### src/rtl/spi_arb_pkg.sv
// Shared types and constants for the SPI master round-robin arbiter.
package spi_arb_pkg;

  localparam int SPI_BYTE_W      = 8;
  localparam int DEF_NUM_REQ     = 4;
  localparam int DEF_TIMEOUT_CYC = 64;

  typedef enum logic [2:0] {
    IDLE,
    ISSUE,
    WAIT_BUSY,
    WAIT_DONE,
    RESP
  } arb_state_t;

endpackage

### src/rtl/rr_arbiter.sv
// Combinational round-robin winner select: the first set request found
// when scanning upward (with wrap) from rr_ptr.
module rr_arbiter #(
  parameter int NUM_REQ = 4,
  parameter int IDX_W   = $clog2(NUM_REQ)
) (
  input  logic [NUM_REQ-1:0] req,
  input  logic [IDX_W-1:0]   rr_ptr,
  output logic [IDX_W-1:0]   gnt_idx,
  output logic               any_req
);

  int               cand;
  logic [IDX_W-1:0] cand_idx;

  // NOTE: every combinational output gets a default before any conditional
  // assignment, otherwise synthesis infers a latch to hold the old value.
  always_comb begin
    gnt_idx  = '0;
    any_req  = 1'b0;
    cand     = 0;
    cand_idx = '0;
    // Scan from the farthest offset down so the nearest hit to rr_ptr wins.
    for (int k = NUM_REQ - 1; k >= 0; k--) begin
      cand = int'(rr_ptr) + k;
      if (cand >= NUM_REQ) cand = cand - NUM_REQ;
      cand_idx = IDX_W'(cand);
      if (req[cand_idx]) begin
        gnt_idx = cand_idx;
        any_req = 1'b1;
      end
    end
  end

endmodule

### src/rtl/spi_arbiter.sv
// Shares one spi_master between NUM_REQ requesters: round-robin grant,
// start/busy handshake sequencing with watchdog, and ss_n routing.
module spi_arbiter
  import spi_arb_pkg::*;
#(
  parameter int NUM_REQ     = DEF_NUM_REQ,
  parameter int TIMEOUT_CYC = DEF_TIMEOUT_CYC
) (
  input  logic                          clk,
  input  logic                          rst,
  input  logic [NUM_REQ-1:0]            req_valid,
  input  logic [SPI_BYTE_W*NUM_REQ-1:0] req_data,
  output logic [NUM_REQ-1:0]            req_ack,
  output logic [NUM_REQ-1:0]            resp_valid,
  output logic [SPI_BYTE_W-1:0]         resp_data,
  output logic                          resp_err,
  output logic                          master_start,
  output logic [SPI_BYTE_W-1:0]         master_data_in,
  input  logic                          master_busy,
  input  logic [SPI_BYTE_W-1:0]         master_data_out,
  input  logic                          master_ss_n,
  output logic [NUM_REQ-1:0]            ss_n
);

  localparam int IDX_W = $clog2(NUM_REQ);
  localparam int CNT_W = $clog2(TIMEOUT_CYC + 1);
  localparam logic [CNT_W-1:0] CNT_LAST = CNT_W'(TIMEOUT_CYC - 1);
  localparam logic [CNT_W-1:0] CNT_MAX  = CNT_W'(TIMEOUT_CYC);
  localparam logic [IDX_W-1:0] IDX_LAST = IDX_W'(NUM_REQ - 1);

  arb_state_t                state_q, state_d;
  logic [IDX_W-1:0]          grant_idx_q, grant_idx_d;
  logic [IDX_W-1:0]          rr_ptr_q, rr_ptr_d;
  logic [CNT_W-1:0]          cnt_q, cnt_d;
  logic                      start_q, start_d;
  logic [SPI_BYTE_W-1:0]     tx_byte_q, tx_byte_d;
  logic [NUM_REQ-1:0]        ack_q, ack_d;
  logic [NUM_REQ-1:0]        rvalid_q, rvalid_d;
  logic [SPI_BYTE_W-1:0]     rdata_q, rdata_d;
  logic                      rerr_q, rerr_d;

  logic [IDX_W-1:0]          win_idx;
  logic                      win_any;
  logic                      timeout_hit;

  rr_arbiter #(
    .NUM_REQ (NUM_REQ),
    .IDX_W   (IDX_W)
  ) u_rr (
    .req     (req_valid),
    .rr_ptr  (rr_ptr_q),
    .gnt_idx (win_idx),
    .any_req (win_any)
  );

  // The watchdog fires on the cycle whose increment would reach TIMEOUT_CYC.
  assign timeout_hit = (cnt_q >= CNT_LAST);

  always_comb begin
    state_d     = state_q;
    grant_idx_d = grant_idx_q;
    rr_ptr_d    = rr_ptr_q;
    cnt_d       = cnt_q;
    start_d     = 1'b0;
    tx_byte_d   = tx_byte_q;
    ack_d       = '0;
    rvalid_d    = '0;
    rdata_d     = rdata_q;
    rerr_d      = 1'b0;

    // Registered outputs are computed one cycle early, from the transition.
    unique case (state_q)
      IDLE: begin
        if (win_any) begin
          grant_idx_d    = win_idx;
          tx_byte_d      = req_data[{win_idx, 3'b000} +: SPI_BYTE_W];
          start_d        = 1'b1;
          ack_d[win_idx] = 1'b1;
          state_d        = ISSUE;
        end
      end
      ISSUE: begin
        rr_ptr_d = (grant_idx_q == IDX_LAST) ? '0 : grant_idx_q + 1'b1;
        cnt_d    = '0;
        state_d  = WAIT_BUSY;
      end
      WAIT_BUSY, WAIT_DONE: begin
        if (cnt_q != CNT_MAX) cnt_d = cnt_q + 1'b1;
        if (state_q == WAIT_BUSY && master_busy) begin
          state_d = WAIT_DONE;
        end else if (state_q == WAIT_DONE && !master_busy) begin
          rdata_d               = master_data_out;
          rvalid_d[grant_idx_q] = 1'b1;
          state_d               = RESP;
        end else if (timeout_hit) begin
          rdata_d               = '0;
          rerr_d                = 1'b1;
          rvalid_d[grant_idx_q] = 1'b1;
          state_d               = RESP;
        end
      end
      RESP: begin
        state_d = IDLE;
      end
      default: begin
        state_d = IDLE;
      end
    endcase
  end

  // NOTE: sequential state uses non-blocking assignments so every register
  // samples the pre-edge values regardless of statement order.
  always_ff @(posedge clk) begin
    if (rst) begin
      state_q     <= IDLE;
      grant_idx_q <= '0;
      rr_ptr_q    <= '0;
      cnt_q       <= '0;
      start_q     <= 1'b0;
      tx_byte_q   <= '0;
      ack_q       <= '0;
      rvalid_q    <= '0;
      rdata_q     <= '0;
      rerr_q      <= 1'b0;
    end else begin
      state_q     <= state_d;
      grant_idx_q <= grant_idx_d;
      rr_ptr_q    <= rr_ptr_d;
      cnt_q       <= cnt_d;
      start_q     <= start_d;
      tx_byte_q   <= tx_byte_d;
      ack_q       <= ack_d;
      rvalid_q    <= rvalid_d;
      rdata_q     <= rdata_d;
      rerr_q      <= rerr_d;
    end
  end

  // Only the granted slave follows the master's select; all others stay high.
  always_comb begin
    ss_n = '1;
    if (state_q != IDLE) ss_n[grant_idx_q] = master_ss_n;
  end

  assign req_ack        = ack_q;
  assign resp_valid     = rvalid_q;
  assign resp_data      = rdata_q;
  assign resp_err       = rerr_q;
  assign master_start   = start_q;
  assign master_data_in = tx_byte_q;

endmodule

### config.mk
export PLATFORM = sky130hd
export DESIGN_NAME = spi_arbiter
export DESIGN_NICKNAME = d
export VERILOG_FILES = /design/src/rtl/spi_arb_pkg.sv /design/src/rtl/rr_arbiter.sv /design/src/rtl/spi_arbiter.sv
export SDC_FILE = /design/constraint.sdc
export NUM_CORES = 1
export LEC_CHECK = 0
export CORE_MARGIN = 1
export CORE_UTILIZATION = 40
export CTS_BUF_LIST = sky130_fd_sc_hd__clkbuf_8
export DETAILED_ROUTE_END_ITERATION = 10
export PLACE_DENSITY = 0.76
export SYNTH_ARGS = -nofsm -noshare
export SYNTH_HDL_FRONTEND = slang
export SYNTH_HIERARCHICAL = 1
export SYNTH_SLANG_ARGS = --single-unit
### constraint.sdc
create_clock -name clk -period 5.9 [get_ports clk]
set_input_delay 1.18 -clock clk [delete_from_list [all_inputs] [get_ports clk]]
set_output_delay 1.18 -clock clk [all_outputs]
set_load 0.01 [all_outputs]
**Word level (Yosys, flattened, before mapping)**

Index checks and enable logic that the tools add are counted.
W data, S select, Z words.

- $add $sub $neg: 9
- $lt $le $gt $ge: 13
- Equality and inequality tests: 8
- Shift-type cells: 1
- Mux-type cells: 39
- Bitwise gates (word level): 6
- Reduce and logical (&&, ||, !) cells: 18

Operator list:

| operator | number |
|---|---|
| $shiftx A32 B6 Y8 | 1 |
| $lt A2 B3 Y1 const B | 6 |
| $mux W2 | 9 |
| $mux W8 | 2 |
| $pmux W7 S2 | 1 |
| $mux W1 | 12 |
| $mux W3 | 4 |
| $mux W4 | 3 |
| $ge A3 B3 Y1 const B | 3 |
| $pmux W3 S3 | 1 |
| $bmux W1 S2 | 4 |
| $sub A2 B1 Y2 const B | 4 |
| $add A7 B1 Y7 const B | 1 |
| $ge A7 B6 Y1 const B | 1 |
| $mux W7 | 1 |
| $ne A7 B7 Y1 const B | 1 |
| $add A2 B2 Y3 const B | 2 |
| $eq A3 B2 Y1 const B | 2 |
| $reduce_and A2 Y1 | 3 |
| $reduce_or A3 Y1 | 2 |
| $demux W1 S2 | 2 |
| $ge A2 B1 Y1 const B | 2 |
| $logic_and A1 B1 Y1 | 4 |
| $ne A4 B4 Y1 const B | 1 |
| other kinds (17) | 22 |

- Register bits: 40
- Input bits: 48
- Output and inout bits: 30
- Word-level logic and storage cells: 104

**Longest topological paths before layout**

- Word-level depth: 13
- Depth in mapped cells: 7
- Gate-level depth less buffers: 6

**Hierarchy**

The synthesis kept the hierarchy.

By module, submodules not included:

| module | instances | cells each | area an instance (µm²) | sequential area each (µm²) |
|---|---|---|---|---|
| spi_arbiter | 1 | 189 | 1869.3 | 800.8 |
| rr_arbiter | 1 | 13 | 77.6 | 0.0 |

**Worst setup path after synthesis**

Ideal clock, no wire load.

- Path type: input to register
- From: input req_valid[3]
- To: register tx_byte_q[2] (netlist: master_data_in[2])
- Data arrival time: 2602 ps
- Required time: 5763 ps
- Setup slack: 3161 ps
- Stages on the path: 6
- Cells stage by stage: mux2i_1 a211oi_2 buf_2 mux4_2 nand2_1 a21oi_1

- Cells in the longest elaborated chain, start to end: 7

RTL lines:

| item | RTL line | text |
|---|---|---|
| start: declaration | spi_arbiter.sv:11 | `input logic [NUM_REQ-1:0] req_valid,` |
| $bmux W1 S2 | rr_arbiter.sv:28 | `if (req[cand_idx]) begin` |
| $mux W1 (not written as such) | rr_arbiter.sv:28 |  |
| $mux W2 (3 in a row) | rr_arbiter.sv:28 |  |
| $mux W2 * | rr_arbiter.sv:28 |  |
| via win_idx[0] | spi_arbiter.sv:42 | `logic [IDX_W-1:0] win_idx;` |
| $shiftx A32 B6 Y8 * | spi_arbiter.sv:76 | `tx_byte_d = req_data[{win_idx, 3'b000} +: SPI_BYTE_W];` |
| end signal: assignment | spi_arbiter.sv:131 | `tx_byte_q <= tx_byte_d;` |
| end: declaration | spi_arbiter.sv:36 | `logic [SPI_BYTE_W-1:0] tx_byte_q, tx_byte_d;` |

Mark *: on every way through the listed nets, which the timed path passes. The rest lies on a longest branch. The select of a mux whose other input is x is not followed.
A chain may end at the register's enable or synchronous reset.

**Final worst setup path**

- From: input master_ss_n
- To: output ss_n[2]

- Cells in the longest elaborated chain, start to end: 2

RTL lines:

| item | RTL line | text |
|---|---|---|
| start: declaration | spi_arbiter.sv:21 | `input logic master_ss_n,` |
| $or A4 B4 Y4 (no line) | - |  |
| $mux W4 | spi_arbiter.sv:142 | `if (state_q != IDLE) ss_n[grant_idx_q] = master_ss_n;` |
| end: declaration | spi_arbiter.sv:22 | `output logic [NUM_REQ-1:0] ss_n` |

Every way passes these cells.

==> flow_summary.rst <==
.. list-table::
   :header-rows: 1

   * - Metric
     - Value
   * - Crit share post-route
     - 60.3%
   * - Number of flops mapped to enable cells by yosys
     - 0
   * - Fraction of layout cells with a size suffix above 1
     - 9.35%
   * - Static leakage power
     - 1.04 nW
   * - Source-to-sink clock delay at the later pin of the worst-skew pair
     - 290 ps
   * - Fin. max-slew vios
     - 0
   * - Area growth from synthesis to layout
     - 44.5%
   * - Top FF cell, synth
     - sky130_fd_sc_hd__dfxtp_1
   * - Share of the yosys chip area belonging to registers
     - 41.1%
   * - Hold Path Cell Cnt
     - 2
   * - Count of fill cells added during filler insertion
     - 428
   * - GRT Residual Overflow
     - 0
   * - Core Region
     - 4690 µm²
   * - Input/output buffers
     - 77
   * - RR Endpoint
     - master_data_in[7]$_SDFFE_PP0N_
   * - Number of placement rows
     - 25
   * - Cts repair resizes
     - 0
   * - Starting utilization of the core area
     - 41.5%
   * - Routed wirelength normalized by instance count
     - 12.7 µm
   * - Area of the multi-input gates
     - 1050 µm²
   * - Average instance area after synthesis
     - 9.64 µm²
   * - Pwr Density
     - 230 nW/µm²
   * - Result of the run
     - finished, final reports clean
   * - Reg2reg setup slack
     - 3730 ps
   * - Syn Nets
     - 256
   * - Total area of sequential cells
     - 801 µm²
   * - Relative slew slack
     - 27.9%
   * - DP HPWL
     - 3140 µm
   * - Critical path fanouts, max
     - 4
   * - Compound-gate portion of the synthesized area
     - 15.9%
   * - Cell area reported after detailed placement
     - 2730 µm²
   * - Number of warnings reported in the yosys synthesis log
     - 6
   * - Final setup slack of the worst path
     - 2340 ps
   * - Seq cells post-synth
     - 40
   * - Post-CTS setup repair buffer count
     - 0
   * - Final std cell area, no fill
     - 2810 µm²
   * - Number of CTS-inserted buffers
     - 5
   * - Final routed DRC violation total
     - 0
   * - Critical path required time
     - 4720 ps
   * - Cell breakdown of the critical path
     - clkdlybuf4s50_1, nor2_1, nand2_1, clkdlybuf4s50_1
   * - Reg-to-Reg Start
     - rr_ptr_q[0]$_SDFFE_PP0P_
   * - Worst path buffer plus inverter count
     - 2
   * - Instance count after placement with tap cells included
     - 325
   * - Synthesized cell area
     - 1950 µm²
   * - I/O pin total
     - 78
   * - Iter 0 DRT Violations
     - 80
   * - Worst r2r path cells
     - 6
   * - Arr. time, crit path
     - 2380 ps
   * - Synthesized instance count
     - 202
   * - First element of the critical path
     - master_ss_n
   * - Startpoint class of the critical path
     - input port
   * - Peak clock frequency supported by timing
     - 281 MHz
   * - GPL Wtd Cong
     - 0.799
   * - Overall die area
     - 5150 µm²
   * - Fraction of synthesized cell area taken by the top area cell type
     - 41.1%
   * - Biggest area contributors in the synthesized netlist
     - sky130_fd_sc_hd__dfxtp_1, sky130_fd_sc_hd__mux4_2, sky130_fd_sc_hd__nand2_1, sky130_fd_sc_hd__a21oi_1, sky130_fd_sc_hd__ha_1
   * - Clock sink total
     - 40
   * - TritonRoute pass-1 iters
     - 4
   * - Global-route usage over all layers
     - 17.3%
   * - H-Tree Depth
     - 2
   * - Buffer cell driving the clock tree root
     - sky130_fd_sc_hd__clkbuf_8
   * - Worst hold path type
     - reg2reg
   * - Final count of hold timing violations
     - 0
   * - Count of final setup violators
     - 0
   * - Pin count of the biggest net entering global routing
     - 26
   * - Crit-path slowest cell
     - sky130_fd_sc_hd__clkdlybuf4s50_1
   * - Via count of the first global-routing pass
     - 1638
   * - Min Hold Slack
     - 459 ps
   * - Via count
     - 1742
   * - Maximum vdd ir drop
     - 0.111 mV
   * - Crit. path cell count
     - 4
   * - Routed Antenna Nets
     - 0
   * - Setup tns final
     - 0 ps
   * - Adder-cell share of the synthesized area
     - 3.86%
   * - Final antenna diode count
     - 0
   * - Net total in the final layout
     - 332
   * - Distinct cell type count of the synthesized netlist
     - 43
   * - Unrepaired setup endpoints after global routing
     - no
   * - Detail-routed via count per cell
     - 5.25
   * - WS Path Type
     - in2out
   * - Worst stage delay on the critical path
     - 490 ps
   * - Count of non-filler cells in the finished layout
     - 332
   * - Final Skew
     - 4.28 ps
   * - Critical Path End
     - ss_n[2]
   * - FFs w/ async S/R, synth
     - 0%
   * - Dominant delay contributor by cell family on the critical path
     - buffers and inverters
   * - DIE WIDTH
     - 71.8 µm
   * - Worst Setup Slack post-DPL
     - 2350 ps
   * - Top cell type by total area after synthesis
     - sky130_fd_sc_hd__dfxtp_1
   * - Post-synthesis simple-gate area fraction
     - 22.0%
   * - Number of antenna violations at the first check in global routing
     - 0
   * - Max_cap viols
     - 0
   * - Multiplexer fraction of the synthesized cell area
     - 11.9%
   * - Least-Margin Pin Slew
     - 1080 ps
   * - Clock tree from TritonCTS
     - built
   * - Clock transition at the registers of the reported paths
     - 70 ps
   * - Sum of routed wire length over all layers
     - 4230 µm
   * - Global-route wire length before repair
     - 7020 µm
   * - Total of hold buffers inserted after clock tree synthesis
     - 0
   * - Bufs on Longest Clock Path
     - 2
   * - Total design power
     - 0.649 mW
   * - Die height
     - 71.8 µm
   * - Nature of the critical path endpoint
     - output port
   * - Final standard cell utilization of the core
     - 60.0%
   * - Main combinational cell family by area after synthesis
     - simple AND/OR/NAND/NOR gates
   * - Crit path top cell by count
     - sky130_fd_sc_hd__clkdlybuf4s50_1
   * - Share of the synthesized netlist area taken by xor and xnor gates
     - 0.450%
   * - Tmin final
     - 3560 ps
[routing by layer]
metal  part of all wire (%)  routed length [µm]  up-vias  track usage [%]
met1                     43                1830      800             19.0
met4                    1.6                  68        0             5.88
met5                      0                   0        -                0
met3                    6.9                 291        9             6.47
li1                       -                   -      875                -
met2                     48                2030       58             30.8
[worst min-delay path by stage]
stage | start | endpoint | slack, ps
finish | master_data_in[0]$_SDFFE_PP0N_ | master_data_in[0]$_SDFFE_PP0N_ | 460
global route | master_data_in[6]$_SDFFE_PP0N_ | master_data_in[6]$_SDFFE_PP0N_ | 480
floorplan | cnt_q[5]$_SDFFE_PP0P_ | cnt_q[5]$_SDFFE_PP0P_ | 460
global placement | master_data_in[4]$_SDFFE_PP0N_ | master_data_in[4]$_SDFFE_PP0N_ | 440
detailed placement | master_data_in[4]$_SDFFE_PP0N_ | master_data_in[4]$_SDFFE_PP0N_ | 450
CTS | master_data_in[4]$_SDFFE_PP0N_ | master_data_in[4]$_SDFFE_PP0N_ | 460
[where the power goes]
part	total (mW)	internal, mW	leakage, nW	switching, mW
Sequential	0.305	0.287	0.326	0.0179
Clock	0.172	0.0800	0.0400	0.0924
Combinational	0.171	0.0963	0.676	0.0746
[cell families (layout without fill, tap and decap cells)]
family | count (synthesis) | count (layout)
multiplexers | 13 | 13
XOR/XNOR | 1 | 1
flip-flops | 40 | 40
AND/OR/NAND/NOR | 81 | 81
buffers and inverters | 17 | 93
AO/OA/AOI/OAI | 44 | 44
adder cells (fa/ha/maj) | 6 | 6
[worst register-to-register path, cell delays in order, from the launching register on]
cell                       delay (ps)
sky130_fd_sc_hd__dfxtp_1          400
sky130_fd_sc_hd__nor3b_1          200
sky130_fd_sc_hd__a211oi_1          70
sky130_fd_sc_hd__nor2_1           820
sky130_fd_sc_hd__mux4_2           410
sky130_fd_sc_hd__nand2_1           80
sky130_fd_sc_hd__a21oi_1           60
[sequential cells by signal, indices dropped and copies added (netlist names)]
name / flops
resp_data: 8
master_data_in: 8
grant_idx_q: 2
cnt_q: 7
state_q: 3
rr_ptr_q: 2
req_ack: 4
resp_err: 1
resp_valid: 4
master_start: 1
[cell usage in the layout (no fill, tap or decap), types with 2 or more instances in the layout]
cell	count
sky130_fd_sc_hd__clkdlybuf4s50_1	77
sky130_fd_sc_hd__dfxtp_1	40
sky130_fd_sc_hd__nand2_1	33
sky130_fd_sc_hd__a21oi_1	21
sky130_fd_sc_hd__nor2_1	15
sky130_fd_sc_hd__a22o_1	8
sky130_fd_sc_hd__mux4_2	8
sky130_fd_sc_hd__inv_1	7
sky130_fd_sc_hd__nand3_1	6
sky130_fd_sc_hd__ha_1	6
sky130_fd_sc_hd__clkbuf_8	5
sky130_fd_sc_hd__and2_1	4
sky130_fd_sc_hd__mux2i_1	4
sky130_fd_sc_hd__nor3_1	3
sky130_fd_sc_hd__or4_1	3
sky130_fd_sc_hd__nand2b_1	3
sky130_fd_sc_hd__a21o_1	2
sky130_fd_sc_hd__o21ai_0	2
sky130_fd_sc_hd__a211oi_2	2
sky130_fd_sc_hd__nor3b_1	2
sky130_fd_sc_hd__o211ai_1	2
sky130_fd_sc_hd__a211oi_1	2
sky130_fd_sc_hd__buf_4	2
[area by class of cell]
type | count | area share (%)
flip-flops and latches | 40 | 28.5
multi-input cells | 145 | 37.4
inverters | 7 | 0.934
clock buffers | 5 | 2.45
repair buffers | 79 | 27.9
well taps | 54 | 2.40
clock inverters | 2 | 0.445
[cell usage after synthesis (2+ instances only)]
master,instances
sky130_fd_sc_hd__buf_6,3
sky130_fd_sc_hd__dfxtp_1,40
sky130_fd_sc_hd__a21oi_1,21
sky130_fd_sc_hd__and2_1,4
sky130_fd_sc_hd__or4_1,3
sky130_fd_sc_hd__a211oi_2,2
sky130_fd_sc_hd__o211ai_1,2
sky130_fd_sc_hd__inv_1,7
sky130_fd_sc_hd__ha_1,6
sky130_fd_sc_hd__a211oi_1,2
sky130_fd_sc_hd__o21ai_0,2
sky130_fd_sc_hd__nand2_1,33
sky130_fd_sc_hd__nor3b_1,2
sky130_fd_sc_hd__mux2i_1,4
sky130_fd_sc_hd__nand3_1,6
sky130_fd_sc_hd__nor3_1,3
sky130_fd_sc_hd__buf_2,3
sky130_fd_sc_hd__mux4_2,8
sky130_fd_sc_hd__a22o_1,8
sky130_fd_sc_hd__nor2_1,15
sky130_fd_sc_hd__a21o_1,2
sky130_fd_sc_hd__clkbuf_1,3
sky130_fd_sc_hd__nand2b_1,3
(Power assumes the default switching activity.)
